## src/rtl/bfu_pipe_param_if.sv

```systemverilog
// Valid/ready bundle for bfu_pipe_param: the input beat (mode, operands, tag)
// and the result beat. The master modport is the driving side, the slave is the unit.
interface bfu_pipe_param_if #(
    parameter int W     = 12,
    parameter int TAG_W = 8
);
    logic             in_valid;
    logic             in_ready;
    logic [1:0]       in_mode;
    logic [W-1:0]     in_a;
    logic [W-1:0]     in_b;
    logic [W-1:0]     in_w;
    logic [TAG_W-1:0] in_tag;
    logic             out_valid;
    logic             out_ready;
    logic [W-1:0]     out_c;
    logic [W-1:0]     out_d;
    logic [TAG_W-1:0] out_tag;

    modport master (
        output in_valid, in_mode, in_a, in_b, in_w, in_tag, out_ready,
        input  in_ready, out_valid, out_c, out_d, out_tag
    );

    modport slave (
        input  in_valid, in_mode, in_a, in_b, in_w, in_tag, out_ready,
        output in_ready, out_valid, out_c, out_d, out_tag
    );
endinterface

```

## src/rtl/bfu_pipe_param.sv

```systemverilog
// Four-stage modular butterfly (NTT/INTT/bypass/pointwise) with Barrett reduction.
// Defining BFU_HALVE_EN scales both INTT results by 2^-1 mod Q.
module bfu_pipe_param #(
    parameter int W     = 12,
    parameter int Q     = 3329,
    parameter int TAG_W = 8
) (
    input  logic             clk,
    input  logic             rst_n,
    bfu_pipe_param_if.slave  bus,
    output logic             busy
);
    typedef enum logic [1:0] {
        MODE_NTT  = 2'b00,
        MODE_INTT = 2'b01,
        MODE_BYP  = 2'b10,
        MODE_PW   = 2'b11
    } mode_t;

    localparam logic [W:0]     Q1      = (W+1)'(Q);
    localparam logic [2*W:0]   MU_FULL = {1'b1, {(2*W){1'b0}}} / (2*W+1)'(Q);
    localparam logic [2*W-1:0] MU      = MU_FULL[2*W-1:0];

    if ((Q % 2) == 0 || Q <= 2 || Q >= (1 << W)) begin : g_q_check
        $error("bfu_pipe_param: Q must be odd with 2 < Q < 2**W");
    end

    logic             s1_valid, s2_valid, s3_valid, s4_valid;
    mode_t            s1_mode, s2_mode, s3_mode;
    logic [TAG_W-1:0] s1_tag, s2_tag, s3_tag, s4_tag;
    logic [W-1:0]     s1_a, s1_x1, s1_x2, s1_w;
    logic [W-1:0]     s2_a;
    logic [2*W-1:0]   s2_p1, s2_p2;
    logic [W-1:0]     s3_a;
    logic [W:0]       s3_r1, s3_r2;
    logic [W-1:0]     s4_c, s4_d;

    logic             adv;
    mode_t            in_mode;
    logic [W:0]       sum_ab;
    logic [W-1:0]     sum_mod, diff_mod;
    logic [W-1:0]     s1_a_n, s1_x1_n, s1_x2_n, s1_w_n;
    logic [2*W-1:0]   p1_n, p2_n;
    logic [4*W-1:0]   bq1_prod, bq2_prod;
    logic [W:0]       r1_n, r2_n;
    logic [W-1:0]     t1, t2, ntt_c, ntt_d, c_n, d_n;
    logic [W:0]       ntt_sum;
    logic             unused_bits;

    assign adv          = !s4_valid || bus.out_ready;
    assign bus.in_ready = adv;
    assign busy         = s1_valid || s2_valid || s3_valid || s4_valid;

    assign bus.out_valid = s4_valid;
    assign bus.out_c     = s4_c;
    assign bus.out_d     = s4_d;
    assign bus.out_tag   = s4_tag;

    // Stage 1: INTT pre-add/sub, and steer operands onto the two multiplier lanes.
    assign in_mode  = mode_t'(bus.in_mode);
    assign sum_ab   = {1'b0, bus.in_a} + {1'b0, bus.in_b};
    assign sum_mod  = (sum_ab >= Q1) ? W'(sum_ab - Q1) : W'(sum_ab);
    assign diff_mod = (bus.in_b >= bus.in_a) ? (bus.in_b - bus.in_a)
                                             : W'({1'b0, bus.in_b} + Q1 - {1'b0, bus.in_a});

    always_comb begin
        s1_a_n  = bus.in_a;
        s1_x1_n = bus.in_b;
        s1_x2_n = bus.in_b;
        s1_w_n  = bus.in_w;
        case (in_mode)
            MODE_INTT: begin
                s1_a_n  = sum_mod;
                s1_x1_n = diff_mod;
            end
            MODE_BYP: begin
                s1_x1_n = bus.in_a;
                s1_w_n  = W'(1);
            end
            MODE_PW:  s1_x1_n = bus.in_a;
            default: ;
        endcase
    end

    assign p1_n = (2*W)'(s1_x1) * (2*W)'(s1_w);
    assign p2_n = (2*W)'(s1_x2) * (2*W)'(s1_w);

    // Barrett: the quotient estimate is at most one low, so p - qe*Q < 2Q fits in W+1 bits
    // and only the low W+1 bits of the subtraction are needed.
    assign bq1_prod = (4*W)'(s2_p1) * (4*W)'(MU);
    assign bq2_prod = (4*W)'(s2_p2) * (4*W)'(MU);
    assign r1_n     = s2_p1[W:0] - (bq1_prod[2*W +: W+1] * Q1);
    assign r2_n     = s2_p2[W:0] - (bq2_prod[2*W +: W+1] * Q1);
    assign unused_bits = ^{bq1_prod[2*W-1:0], bq1_prod[4*W-1:3*W+1],
                           bq2_prod[2*W-1:0], bq2_prod[4*W-1:3*W+1]};

`ifdef BFU_HALVE_EN
    function automatic logic [W-1:0] halve(input logic [W-1:0] x);
        return x[0] ? W'(({1'b0, x} + Q1) >> 1) : (x >> 1);
    endfunction
`endif

    always_comb begin
        t1      = (s3_r1 >= Q1) ? W'(s3_r1 - Q1) : W'(s3_r1);
        t2      = (s3_r2 >= Q1) ? W'(s3_r2 - Q1) : W'(s3_r2);
        ntt_sum = {1'b0, s3_a} + {1'b0, t1};
        ntt_c   = (ntt_sum >= Q1) ? W'(ntt_sum - Q1) : W'(ntt_sum);
        ntt_d   = (s3_a >= t1) ? (s3_a - t1) : W'({1'b0, s3_a} + Q1 - {1'b0, t1});
        c_n     = t1;
        d_n     = t2;
        case (s3_mode)
            MODE_NTT: begin
                c_n = ntt_c;
                d_n = ntt_d;
            end
            MODE_INTT: begin
`ifdef BFU_HALVE_EN
                c_n = halve(s3_a);
                d_n = halve(t1);
`else
                c_n = s3_a;
                d_n = t1;
`endif
            end
            default: ;
        endcase
    end

    always_ff @(posedge clk or negedge rst_n) begin
        if (!rst_n) begin
            s1_valid <= 1'b0;
            s2_valid <= 1'b0;
            s3_valid <= 1'b0;
            s4_valid <= 1'b0;
            s1_mode  <= MODE_NTT;
            s2_mode  <= MODE_NTT;
            s3_mode  <= MODE_NTT;
            s1_tag   <= '0;
            s2_tag   <= '0;
            s3_tag   <= '0;
            s4_tag   <= '0;
            s1_a     <= '0;
            s1_x1    <= '0;
            s1_x2    <= '0;
            s1_w     <= '0;
            s2_a     <= '0;
            s2_p1    <= '0;
            s2_p2    <= '0;
            s3_a     <= '0;
            s3_r1    <= '0;
            s3_r2    <= '0;
            s4_c     <= '0;
            s4_d     <= '0;
        end else if (adv) begin
            s1_valid <= bus.in_valid;
            s1_mode  <= in_mode;
            s1_tag   <= bus.in_tag;
            s1_a     <= s1_a_n;
            s1_x1    <= s1_x1_n;
            s1_x2    <= s1_x2_n;
            s1_w     <= s1_w_n;

            s2_valid <= s1_valid;
            s2_mode  <= s1_mode;
            s2_tag   <= s1_tag;
            s2_a     <= s1_a;
            s2_p1    <= p1_n;
            s2_p2    <= p2_n;

            s3_valid <= s2_valid;
            s3_mode  <= s2_mode;
            s3_tag   <= s2_tag;
            s3_a     <= s2_a;
            s3_r1    <= r1_n;
            s3_r2    <= r2_n;

            s4_valid <= s3_valid;
            s4_tag   <= s3_tag;
            s4_c     <= c_n;
            s4_d     <= d_n;
        end
    end
endmodule

```

## src/flat_wrapper.sv

```systemverilog
// flat-port wrapper written by rule: the top's interface ports become plain ports
module bfu_pipe_param_flat 
#(
    parameter int W     = 12,
    parameter int Q     = 3329,
    parameter int TAG_W = 8
)
  (clk, rst_n, busy, bus_in_valid, bus_in_mode, bus_in_a, bus_in_b, bus_in_w, bus_in_tag, bus_out_ready, bus_in_ready, bus_out_valid, bus_out_c, bus_out_d, bus_out_tag);
  bfu_pipe_param_if #(.W(W), .TAG_W(TAG_W)) bus_i ();
  input  logic clk;
  input  logic rst_n;
  output logic busy;
  input wire logic [$bits(bus_i.in_valid)-1:0] bus_in_valid;
  input wire logic [$bits(bus_i.in_mode)-1:0] bus_in_mode;
  input wire logic [$bits(bus_i.in_a)-1:0] bus_in_a;
  input wire logic [$bits(bus_i.in_b)-1:0] bus_in_b;
  input wire logic [$bits(bus_i.in_w)-1:0] bus_in_w;
  input wire logic [$bits(bus_i.in_tag)-1:0] bus_in_tag;
  input wire logic [$bits(bus_i.out_ready)-1:0] bus_out_ready;
  output wire logic [$bits(bus_i.in_ready)-1:0] bus_in_ready;
  output wire logic [$bits(bus_i.out_valid)-1:0] bus_out_valid;
  output wire logic [$bits(bus_i.out_c)-1:0] bus_out_c;
  output wire logic [$bits(bus_i.out_d)-1:0] bus_out_d;
  output wire logic [$bits(bus_i.out_tag)-1:0] bus_out_tag;
  assign bus_i.in_valid = bus_in_valid;
  assign bus_i.in_mode = bus_in_mode;
  assign bus_i.in_a = bus_in_a;
  assign bus_i.in_b = bus_in_b;
  assign bus_i.in_w = bus_in_w;
  assign bus_i.in_tag = bus_in_tag;
  assign bus_i.out_ready = bus_out_ready;
  assign bus_in_ready = bus_i.in_ready;
  assign bus_out_valid = bus_i.out_valid;
  assign bus_out_c = bus_i.out_c;
  assign bus_out_d = bus_i.out_d;
  assign bus_out_tag = bus_i.out_tag;
  bfu_pipe_param #(.W(W), .Q(Q), .TAG_W(TAG_W)) u_core (.clk(clk), .rst_n(rst_n), .bus(bus_i), .busy(busy));
endmodule
```

## config.mk

```make
export PLATFORM = sky130hd
export DESIGN_NAME = bfu_pipe_param_flat
export DESIGN_NICKNAME = d
export VERILOG_FILES = /design/src/rtl/bfu_pipe_param_if.sv /design/src/rtl/bfu_pipe_param.sv /design/src/flat_wrapper.sv
export SDC_FILE = /design/constraint.sdc
export NUM_CORES = 2
export LEC_CHECK = 0
export BUFFER_PORTS_ARGS = -buffer_cell sky130_fd_sc_hd__buf_2
export CORE_ASPECT_RATIO = 0.8
export CORE_UTILIZATION = 40
export CTS_CLUSTER_SIZE = 8
export DETAILED_ROUTE_END_ITERATION = 7
export PLACE_DENSITY = 0.67
export SLEW_MARGIN = 20
export SYNTH_ARGS = -nofsm -noshare
export SYNTH_HDL_FRONTEND = slang
export SYNTH_SLANG_ARGS = --single-unit
```

## constraint.sdc

```tcl
create_clock -name clk -period 12 [get_ports clk]
set_input_delay 2.4 -clock clk [delete_from_list [all_inputs] [get_ports clk]]
set_output_delay 2.4 -clock clk [all_outputs]
set_load 0.1 [all_outputs]
```

==> results.txt <==
FF-to-FF End: u_core.s3_r1[12]
Number of global-route vias before repair: 25.8k
Tmin final: 9340 ps
I/O Buffers: 84
Hold path cells: 2
Remaining DRCs: 0
Post-DRT Antenna Nets: 0
Register area share after synthesis: 15.3%
Synth cell types: 83
Outcome: complete, no violations
Hold_buf cts: 0
Die height: 265 um
Number of DRC markers in iteration 0: 1,521
Critical Path End Type: flip-flop
Final Hold Vio Count: 0
Critical path arrival: 9750 ps
CTS tree: built
Fill count: 8,329
Post-layout util: 43.5%
Syn_area_per_cell: 9.10 um2
GR Overflow Total: 0
H-tree Lvls: 2
Skew-Pair Late Insertion Delay: 560 ps
TritonCTS Buffers: 34
Post-CTS Resized: 0
RR Startpoint: u_core.s2_p1[12]
R2R Setup Slk: 2660 ps
Post-CTS Setup Inserts: 0
FFs w/ async S/R, synth: 100%
Die Width: 331 um
Clock Pin Slew Worst Setup and Hold Paths: 60 ps
Final Cycle Share: 77.8%
EDFF count, synth: 0
DP HPWL: 67.5 mm
Worst Skew: 22.9 ps
Antenna violations before repair: 5
RSZ-0062 raised after global routing: no
Kind of cell adding the most delay to the critical path: adder cells
Synth Register Bits: 212
Core Area: 0.0856 mm2
Syn Inst Count: 3,803
Clk sinks: 212
Mapped cell area: 0.0346 mm2
Crit path top cell by count: fa_1
Nets: 4,881
Place WS: 2750 ps
Register-to-Register Path Depth: 35
Met3 GRT Util: 3.53%
Routed len/inst: 16.8 um
Crit Path Max Fanout: 8
First-pass GRT wire length: 137 mm
Sum Neg Setup Slack: 0 ps
Setup violators final: 0
Starting density of the core: 40.4%
Final-report max-slew violation count: 0
Slowest stage delay, CP: 660 ps
Antenna cells: 0
Most frequent cells in the layout: 702 x inv_1, 532 x nand2_1, 521 x ha_1
Buffers & Inverters on Critical Path: 5
Drt total wl: 83.2 mm
Setup CP Type: flip-flop to flip-flop
Hold Path Sink: u_core.s2_mode[1]
Slowest cell on the critical path: dfrtp_1
HP Start: u_core.s1_mode[1]
P&R area growth vs syn: 7.60%
Worst hold path type: flip-flop to flip-flop
Via density: 5.12
DIE AREA: 0.0877 mm2
Grt met2 use: 29.8%
CP Launch Type: flip-flop
Root Buffer Master: clkbuf_16
Share of cells above drive strength 1: 4.85%
Total track usage: 19.5%
CP Data Required Time: 12,410 ps
GP Congestion: 0.899
Max-cap violation count: 0
Slew @ Worst Pin: 1030 ps
Io pins: 85
Worst Setup Slack, final: 2660 ps
Max Freq: 107 MHz
TritonRoute pass-1 iters: 6
Met1 usage: 28.6%
Commonest non-fill, non-tap cell in the layout: inv_1
Slew HR: 31.4%
Crit path depth: 35
Grt peak-use layer: met2
Largest net degree at the start of global routing: 158
Ys Warns: 0
Clock Tree Buf Depth: 3
Syn nets: 4,858
Via count: 25.4k
Ys flop type: dfrtp_1
Core Rows: 96
## routing by layer
metal  part of all wire [%]  routed length [um]
met1                     48               39900
met2                     44               36700
met3                    6.2                5200
met4                    1.7                1380
met5                  0.054                  45
## flip-flops by register name, indices dropped and copies added, names as in the netlist, 2 cells and up
signal,cells
u_core.s2_p1,24
u_core.s2_p2,24
u_core.s3_r1,13
u_core.s3_r2,13
u_core.bus.out_c,12
u_core.bus.out_d,12
u_core.s1_a,12
u_core.s1_w,12
u_core.s1_x1,12
u_core.s1_x2,12
u_core.s2_a,12
u_core.s3_a,12
u_core.bus.out_tag,8
u_core.s1_tag,8
u_core.s2_tag,8
u_core.s3_tag,8
u_core.s1_mode,2
u_core.s2_mode,2
u_core.s3_mode,2
## cell usage after synthesis (all sizes together) (7+ instances only)
| cell type | number | area [um2] |
|---|---|---|
| a31oi | 24 | 150 |
| nor4 | 11 | 68.8 |
| nand2 | 532 | 2000 |
| xor2 | 48 | 420 |
| o22ai | 10 | 62.6 |
| nor3b | 7 | 57.6 |
| and2 | 108 | 676 |
| nand2b | 26 | 163 |
| o21bai | 18 | 135 |
| a21oi | 151 | 759 |
| clkbuf | 112 | 420 |
| fa | 484 | 9690 |
| nor2 | 146 | 548 |
| a221oi | 11 | 96.3 |
| a2111oi | 10 | 103 |
| a22o | 12 | 105 |
| buf | 9 | 36.3 |
| and4 | 7 | 61.3 |
| nand3 | 38 | 190 |
| o211ai | 11 | 82.6 |
| nand4 | 14 | 87.6 |
| a211oi | 22 | 165 |
| or3 | 12 | 80.1 |
| mux2i | 16 | 160 |
| o21ai | 124 | 621 |
| o31a | 7 | 61.3 |
| nor2b | 23 | 144 |
| and3 | 14 | 87.6 |
| ha | 521 | 6520 |
| nor3 | 40 | 205 |
| a22oi | 10 | 75.1 |
| a21o | 40 | 300 |
| o21a | 24 | 180 |
| a21boi | 11 | 86.3 |
| a211o | 7 | 61.3 |
| o31ai | 20 | 155 |
| inv | 704 | 2640 |
| or2 | 9 | 56.3 |
| dfrtp | 212 | 5310 |
| xnor2 | 124 | 1090 |
## worst max-delay path by stage
| stage | startpoint | to |
|---|---|---|
| after floorplan | u_core.s2_p2[8] | u_core.s3_r2[12] |
| after detailed placement | u_core.s2_p2[8] | u_core.s3_r2[12] |
| after global placement | u_core.s2_p2[9] | u_core.s3_r2[12] |
| after CTS | u_core.s2_p1[12] | u_core.s3_r1[12] |
| final | u_core.s2_p1[12] | u_core.s3_r1[12] |
| after global routing | u_core.s2_p1[12] | u_core.s3_r1[11] |
## stage by stage
stage                     instance area, um2  hold WS [ps]  std cells
after floorplan                        34600           439       3803
after global placement                 36200           449       4917
after detailed placement               36200           455       4917
after CTS                              37200           458       4963
after global routing                   37200           469       4963
final                                  37200           460       4963
## final cells by class
class | instances | area (um2) | area share [%]
Clock buffer | 41 | 887 | 2.38
Clock inverter | 5 | 126 | 0.339
Inverter | 705 | 2650 | 7.12
Multi-Input combinational cell | 2765 | 26200 | 70.4
Sequential cell | 212 | 5310 | 14.3
Tap cell | 1127 | 1410 | 3.79
Timing Repair Buffer | 108 | 636 | 1.71
## worst reg2reg max path, delay by kind of cell, from the launching register on
| family | cells | cell delay, ps |
|---|---|---|
| flip-flops | 1 | 660 |
| XOR/XNOR | 5 | 840 |
| AND/OR/NAND/NOR | 2 | 160 |
| AO/OA/AOI/OAI | 13 | 2890 |
| adder cells (fa/ha/maj) | 10 | 4230 |
| buffers and inverters | 5 | 400 |
## kinds of logic after synthesis
kind of cell / after synthesis / share of synthesized area (%)
adders and majority gates: 1005 / 46.8
and+or+nand+nor: 1001 / 13.1
buffers and inverters: 826 / 8.97
AOI/OAI and AO/OA: 565 / 10.7
DFF: 212 / 15.3
xor gates and xnor gates: 173 / 4.42
muxes: 21 / 0.626
Power is left out: the tool's default activity adds up to more than one toggle a clock period on the data nets, which glitch-free logic cannot reach.
